$ cat src/rtl/rst_sequencer_pkg.sv
// rst_sequencer_pkg: state encoding and default timing values shared by the reset sequencer.
package rst_sequencer_pkg;
  typedef enum logic [1:0] {
    ST_ASSERT  = 2'd0,
    ST_RELEASE = 2'd1,
    ST_RUN     = 2'd2
  } state_e;
  localparam int          DEF_HOLD_CYCLES = 100;
  localparam logic [31:0] DEF_TIMEOUT     = 32'hf000;
endpackage

$ cat src/rtl/sync_debounce.sv
// sync_debounce: multi-flop synchroniser followed by a stability counter; dout takes a new level
// only after the synchronised input has held it for DEBOUNCE_CYCLES consecutive cycles.
module sync_debounce #(
  parameter int DEBOUNCE_CYCLES = 65536,
  parameter int SYNC_STAGES     = 2
) (
  input  logic clk,
  input  logic rst,
  input  logic din,
  output logic dout
);
  localparam int             CW       = $clog2(DEBOUNCE_CYCLES + 1);
  localparam logic [CW-1:0]  CNT_LAST = CW'(DEBOUNCE_CYCLES - 1);
  logic [SYNC_STAGES-2:0] sync_q, sync_d;
  logic [CW-1:0]          cnt_q, cnt_d;
  logic                   dout_q, dout_d, diff;
  // The output flop doubles as the last synchroniser stage, so DEBOUNCE_CYCLES=1 is a plain 2-flop sync.
  if (SYNC_STAGES > 2) begin : g_chain
    assign sync_d = {sync_q[SYNC_STAGES-3:0], din};
  end else begin : g_one
    assign sync_d = din;
  end
  assign diff = sync_q[SYNC_STAGES-2] ^ dout_q;
  always_comb begin
    cnt_d  = (!diff || cnt_q == CNT_LAST) ? '0 : cnt_q + CW'(1);
    dout_d = (diff && cnt_q == CNT_LAST) ? ~dout_q : dout_q;
  end
  always_ff @(posedge clk) begin
    if (rst) begin
      sync_q <= '0;
      cnt_q  <= '0;
      dout_q <= 1'b0;
    end else begin
      sync_q <= sync_d;
      cnt_q  <= cnt_d;
      dout_q <= dout_d;
    end
  end
  assign dout = dout_q;
endmodule

$ cat src/rtl/rst_sequencer.sv
// rst_sequencer: holds N reset domains until PLL lock is stable for HOLD_CYCLES, then releases them
// STAGE_GAP cycles apart; any abort (lock loss, button, software request) restarts the sequence.
module rst_sequencer
  import rst_sequencer_pkg::*;
#(
  parameter int          N_DOMAINS       = 3,
  parameter int          HOLD_CYCLES     = DEF_HOLD_CYCLES,
  parameter int          STAGE_GAP       = 16,
  parameter int          DEBOUNCE_CYCLES = 65536,
  parameter logic [31:0] TIMEOUT         = DEF_TIMEOUT
) (
  input  logic                 clk,
  input  logic                 rst,
  input  logic                 pll_locked,
  input  logic                 btn_rst,
  input  logic                 sw_rst_req,
  output logic [N_DOMAINS-1:0] rst_n_out,
  output logic                 all_released,
  output logic                 sim_done,
  output logic [1:0]           state_dbg
);
  localparam int            HW        = $clog2(HOLD_CYCLES + 1);
  localparam int            SW        = $clog2(STAGE_GAP + 1);
  localparam int            DW        = $clog2(N_DOMAINS + 1);
  localparam logic [HW-1:0] HOLD_LAST = HW'(HOLD_CYCLES - 1);
  localparam logic [SW-1:0] GAP_LAST  = SW'(STAGE_GAP - 1);
  localparam logic [DW-1:0] DOM_LAST  = DW'(N_DOMAINS - 1);
  state_e                 state_q, state_d;
  logic [HW-1:0]          hold_q, hold_d;
  logic [SW-1:0]          stage_q, stage_d;
  logic [DW-1:0]          dom_q, dom_d;
  logic [N_DOMAINS-1:0]   rst_n_q, rst_n_d;
  logic                   all_q, all_d;
  logic [31:0]            cyc_q, cyc_d;
  logic                   done_q, done_d;
  logic                   locked_sync, btn_db, ok;
  sync_debounce #(.DEBOUNCE_CYCLES(1)) u_pll_sync (
    .clk (clk),
    .rst (rst),
    .din (pll_locked),
    .dout(locked_sync)
  );
  sync_debounce #(.DEBOUNCE_CYCLES(DEBOUNCE_CYCLES)) u_btn_db (
    .clk (clk),
    .rst (rst),
    .din (btn_rst),
    .dout(btn_db)
  );
  assign ok = locked_sync & ~btn_db & ~sw_rst_req;
  always_comb begin
    state_d = state_q;
    hold_d  = hold_q;
    stage_d = stage_q;
    dom_d   = dom_q;
    rst_n_d = rst_n_q;
    all_d   = all_q;
    case (state_q)
      ST_ASSERT: begin
        if (hold_q == HOLD_LAST) begin
          state_d    = (N_DOMAINS == 1) ? ST_RUN : ST_RELEASE;
          rst_n_d[0] = 1'b1;
          all_d      = (N_DOMAINS == 1);
          dom_d      = DW'(1);
          hold_d     = '0;
          stage_d    = '0;
        end else begin
          hold_d = hold_q + HW'(1);
        end
      end
      ST_RELEASE: begin
        if (stage_q == GAP_LAST) begin
          rst_n_d[dom_q] = 1'b1;
          dom_d          = dom_q + DW'(1);
          stage_d        = '0;
          state_d        = (dom_q == DOM_LAST) ? ST_RUN : ST_RELEASE;
          all_d          = (dom_q == DOM_LAST);
        end else begin
          stage_d = stage_q + SW'(1);
        end
      end
      default: ;
    endcase
    // Abort overrides whatever the case above decided, including a release due this cycle.
    if (!ok) begin
      state_d = ST_ASSERT;
      hold_d  = '0;
      stage_d = '0;
      dom_d   = '0;
      rst_n_d = '0;
      all_d   = 1'b0;
    end
    cyc_d  = (cyc_q == '1) ? cyc_q : cyc_q + 32'd1;
    done_d = done_q | ((TIMEOUT != 32'd0) && (cyc_q == TIMEOUT - 32'd1));
  end
  always_ff @(posedge clk) begin
    if (rst) begin
      state_q <= ST_ASSERT;
      hold_q  <= '0;
      stage_q <= '0;
      dom_q   <= '0;
      rst_n_q <= '0;
      all_q   <= 1'b0;
      cyc_q   <= '0;
      done_q  <= 1'b0;
    end else begin
      state_q <= state_d;
      hold_q  <= hold_d;
      stage_q <= stage_d;
      dom_q   <= dom_d;
      rst_n_q <= rst_n_d;
      all_q   <= all_d;
      cyc_q   <= cyc_d;
      done_q  <= done_d;
    end
  end
  assign rst_n_out    = rst_n_q;
  assign all_released = all_q;
  assign sim_done     = done_q;
  assign state_dbg    = state_q;
endmodule
$ cat config.mk
export PLATFORM = sky130hd
export DESIGN_NAME = rst_sequencer
export DESIGN_NICKNAME = d
export VERILOG_FILES = /design/src/rtl/rst_sequencer_pkg.sv /design/src/rtl/sync_debounce.sv /design/src/rtl/rst_sequencer.sv
export SDC_FILE = /design/constraint.sdc
export NUM_CORES = 1
export LEC_CHECK = 0
export BUFFER_PORTS_ARGS = -buffer_cell sky130_fd_sc_hd__buf_2
export CORE_UTILIZATION = 45
export CTS_CLUSTER_SIZE = 8
export DETAILED_ROUTE_END_ITERATION = 8
export SYNTH_ARGS = -nofsm -noshare
export SYNTH_HDL_FRONTEND = slang
export SYNTH_HIERARCHICAL = 1
export SYNTH_SLANG_ARGS = --single-unit
$ cat constraint.sdc
create_clock -name clk -period 3.1 [get_ports clk]
set_input_delay 0.31 -clock clk [delete_from_list [all_inputs] [get_ports clk]]
set_output_delay 0.31 -clock clk [all_outputs]
set_load 0.01 [all_outputs]
==> impl_metrics.yaml <==
timing:
  min_period_ns: 2.42
  setup_viol: 0
  maxSlewViolCount: 0
  fmax_mhz: 414
  rsz0062_at_grt: "false"
  setup_tns_ns: 0
  worstMarginPinSlew_ns: 0.650
  max_slew_margin_pct: 55.6
  period_share_pct: 77.9
  worst_clock_skew_ns: 0.0155
  finalHoldViolCount: 0
logic_synthesis:
  synthMuxAreaShare_pct: 4.27
  ys_ff_latch: 74
  synth_top_area_share_pct: 41.7
  syn_avg_cell_area_sq_um: 8.92
  synth_adder_area_share_pct: 2.82
  synth_most_common_cell: "dfxtp_1"
  synthXorXnorAreaFrac_pct: 4.65
  synth_cell_types: 55
  synth_top_family_by_area: "simple AND/OR/NAND/NOR gates"
  yosys.area.top_type: "dfxtp_1"
  syn_area_sq_um: 3550
  ys_top_cells_by_count: "dfxtp_1, nor2_1, a21oi_1, nand3_1, nand4_1"
  synthArstFlopShare_pct: 0
  synth_flop_cell: "dfxtp_1"
  yosysWarnings: 6
  synth-seq-area-share_pct: 41.7
  synth.net_count: 411
  yosys.area_share.simple_pct: 30.1
  synth_cells: 398
  synth_area_leaders: "dfxtp_1, a21oi_1, nor2_1"
  synth_edf_count: 0
  synth-compound-area-share_pct: 13.0
clock_network:
  clock_sinks: 74
  post-cts-setup-buffers: 0
  cts-hold-fix-buffers: 0
  cts-buffers-inserted: 9
  h-tree-depth: 3
  clockRootBuffer: "clkbuf_8"
  clk_latency_ns: 0.35
  tritoncts: "yes"
  post_cts_resized: 0
  clkTransAtPathRegs_ns: 0.08
  clockBufferDepth: 2
power_and_ir_drop:
  p_leak_uw: 0.00125
  power.share.clock_pct: 45.4
  p_seq_share_pct: 52.8
  power_density_nw_per_um2: 470
  sw_frac_of_total_pct: 21.9
  power_switching_uw: 400
  peakVddDrop_uv: 260
  power.total_uw: 1830
  p_comb_share_pct: 1.9
  internal_power_uw: 1420
drt:
  drt_pass1_iterations: 4
  vias: 2915
  drt_iter0_drc: 78
  drt-vias-per-instance: 5.64
  drc: 0
  ant_nets: 0
  wl_per_cell_microns: 13.7
  drt-total-wl_microns: 7070
global_route:
  grt_max_degree: 46
  grt_use_total_pct: 18.4
  antenna_found_initial: 0
  grt_pass1_wl_microns: 12400
  grt-ovfl-total: 0
  grt_pass1_vias: 2701
setup_path:
  worst_path_largest_cell_delay_ns: 0.45
  reg2reg_depth: 8
  timing.rr.start: "u_btn_db/cnt_q[0]"
  critPathBufInv: 0
  cp-start-kind: "flip-flop"
  crit_slowest_cell: "nor2_1"
  cp.required_ns: 3.37
  cp_max_fo: 12
  crit_top_cell: "ha_1"
  crit_family: "simple AND/OR/NAND/NOR gates"
  r2r_setup_slack_ns: 0.68
  crit_type: "reg2reg"
  end_kind: "flip-flop"
  timing.rr.end: "u_btn_db/cnt_q[7]"
  path_cells: "ha_1, nand4_1, nor4_1, and2_1, ha_1, nor2_1, nand2_1, a21oi_1"
  critPathArrivalTime_ns: 2.68
worst_hold_path:
  hp-class: "in2reg"
  hp-start: "btn_rst"
  whs_endpoint: "u_btn_db/sync_q"
  holdPathStages: 2
finish:
  multi_input_area_sq_um: 1950
  final_nets: 423
  n_antenna_cell: 0
  design_area_sq_um: 3880
  nFillCells: 749
  drive_gt1_share_pct: 12.3
  ff_latch_area_sq_um: 1480
  area_delta_synth_final_pct: 9.49
placement:
  place_congestion: 0.852
  placedInstanceArea_sq_um: 3670
  portBuffers: 11
  place_hpwl_microns: 4870
floorplanning:
  die_width_microns: 90.8
  dieArea_sq_um: 8240
  ioPinCount: 12
  die_h_microns: 90.8
  rows: 32
  coreArea_sq_um: 7690
  start_util_pct: 46.2
status:
  status: "completed"
run:
  drv_cap: 0
==> area by class of cell <==
cell class              instances  area share, %
clock inverters                 6           2.32
multi-input cells             303           50.2
flip-flops and latches         74           38.1
inverters                       8          0.773
clock buffers                  10           3.29
well taps                     102           3.29
repair buffers                 14           2.00
==> flip-flops by register name (all words and copies together), names as in the netlist <==
signal / count
rst_n_out: 3
sim_done: 1
u_btn_db/dout: 1
u_btn_db/sync_q: 1
stage_q: 5
hold_q: 7
state_dbg: 2
u_pll_sync/cnt_q: 1
dom_q: 2
cyc_q: 32
u_btn_db/cnt_q: 17
u_pll_sync/sync_q: 1
u_pll_sync/dout: 1
==> power by group through the flow <==
| stage | sequential (uW) | combinational (uW) | clock, uW |
|---|---|---|---|
| 2_1_floorplan | 984 | 24.5 | 0 |
| 3_3_place_gp | 985 | 34.1 | 0 |
| 3_5_place_dp | 986 | 34.7 | 0 |
| 4_1_cts | 963 | 34.8 | 852 |
| 5_1_grt | 964 | 38.6 | 895 |
| 6_report | 963 | 34.3 | 828 |
==> metal layers <==
| metal | wire length [microns] | GRT usage [%] | part of all wire, % | vias up |
|---|---|---|---|---|
| met5 | 0 | 0 | 0 | - |
| met4 | 102 | 6.35 | 1.4 | 0 |
| met3 | 193 | 5.13 | 2.7 | 9 |
| met2 | 3300 | 30.1 | 47 | 37 |
| met1 | 3480 | 23.2 | 49 | 1366 |
| li1 | - | - | - | 1503 |
==> per-stage QoR <==
stage	util, %	hold WS, ns	std cells	worst slack, ns
floorplan	-	0.382	398	1.08
global placement	47.7	0.435	501	0.765
detailed placement	47.7	0.438	501	0.680
CTS	50.5	0.166	517	0.664
global route	50.5	0.167	517	0.430
finish	50.5	0.180	517	0.685
==> cell usage in the layout (no fill, tap or decap), drive strengths merged, types with 2 or more instances in the layout <==
cell and count:
inv 9, nand2b 2, xor2 11, buf 14, or3 17, xnor2 7
and2 4, a311oi 2, nor4 11, o41ai 2, nand4 23, nand3b 4
o211ai 3, nand2 18, and4 9, o21ai 21, or2 2, ha 8
a31o 2, nor4b 2, mux2 6, or4 7, nor3 5, bufinv 2
a211oi 2, a21oi 35, or4b 2, mux2i 8, dfxtp 74, nor2 41
clkbuf 10, o31ai 6, and3 2, nor2b 9, nand3 26, clkinv 2
==> cell families after synthesis <==
kind of cell | Yosys count
adders and majority gates | 8
DFF | 74
buffers and inverters | 21
xor gates and xnor gates | 18
AOI/OAI and AO/OA | 77
muxes | 14
and+or+nand+nor | 185
other | 1
==> worst max path at each step <==
stage	slack (ns)	start	cells past startpoint	to
5_1_grt	0.43	u_btn_db/cnt_q[0]	8	u_btn_db/cnt_q[11]
2_1_floorplan	1.08	u_btn_db/cnt_q[0]	9	u_btn_db/cnt_q[10]
3_5_place_dp	0.68	u_btn_db/cnt_q[0]	8	u_btn_db/cnt_q[10]
3_3_place_gp	0.76	cyc_q[26]	6	cyc_q[1]
4_1_cts	0.66	u_btn_db/cnt_q[0]	8	u_btn_db/cnt_q[10]
6_report	0.68	u_btn_db/cnt_q[0]	8	u_btn_db/cnt_q[7]
(Power assumes the default switching activity.)
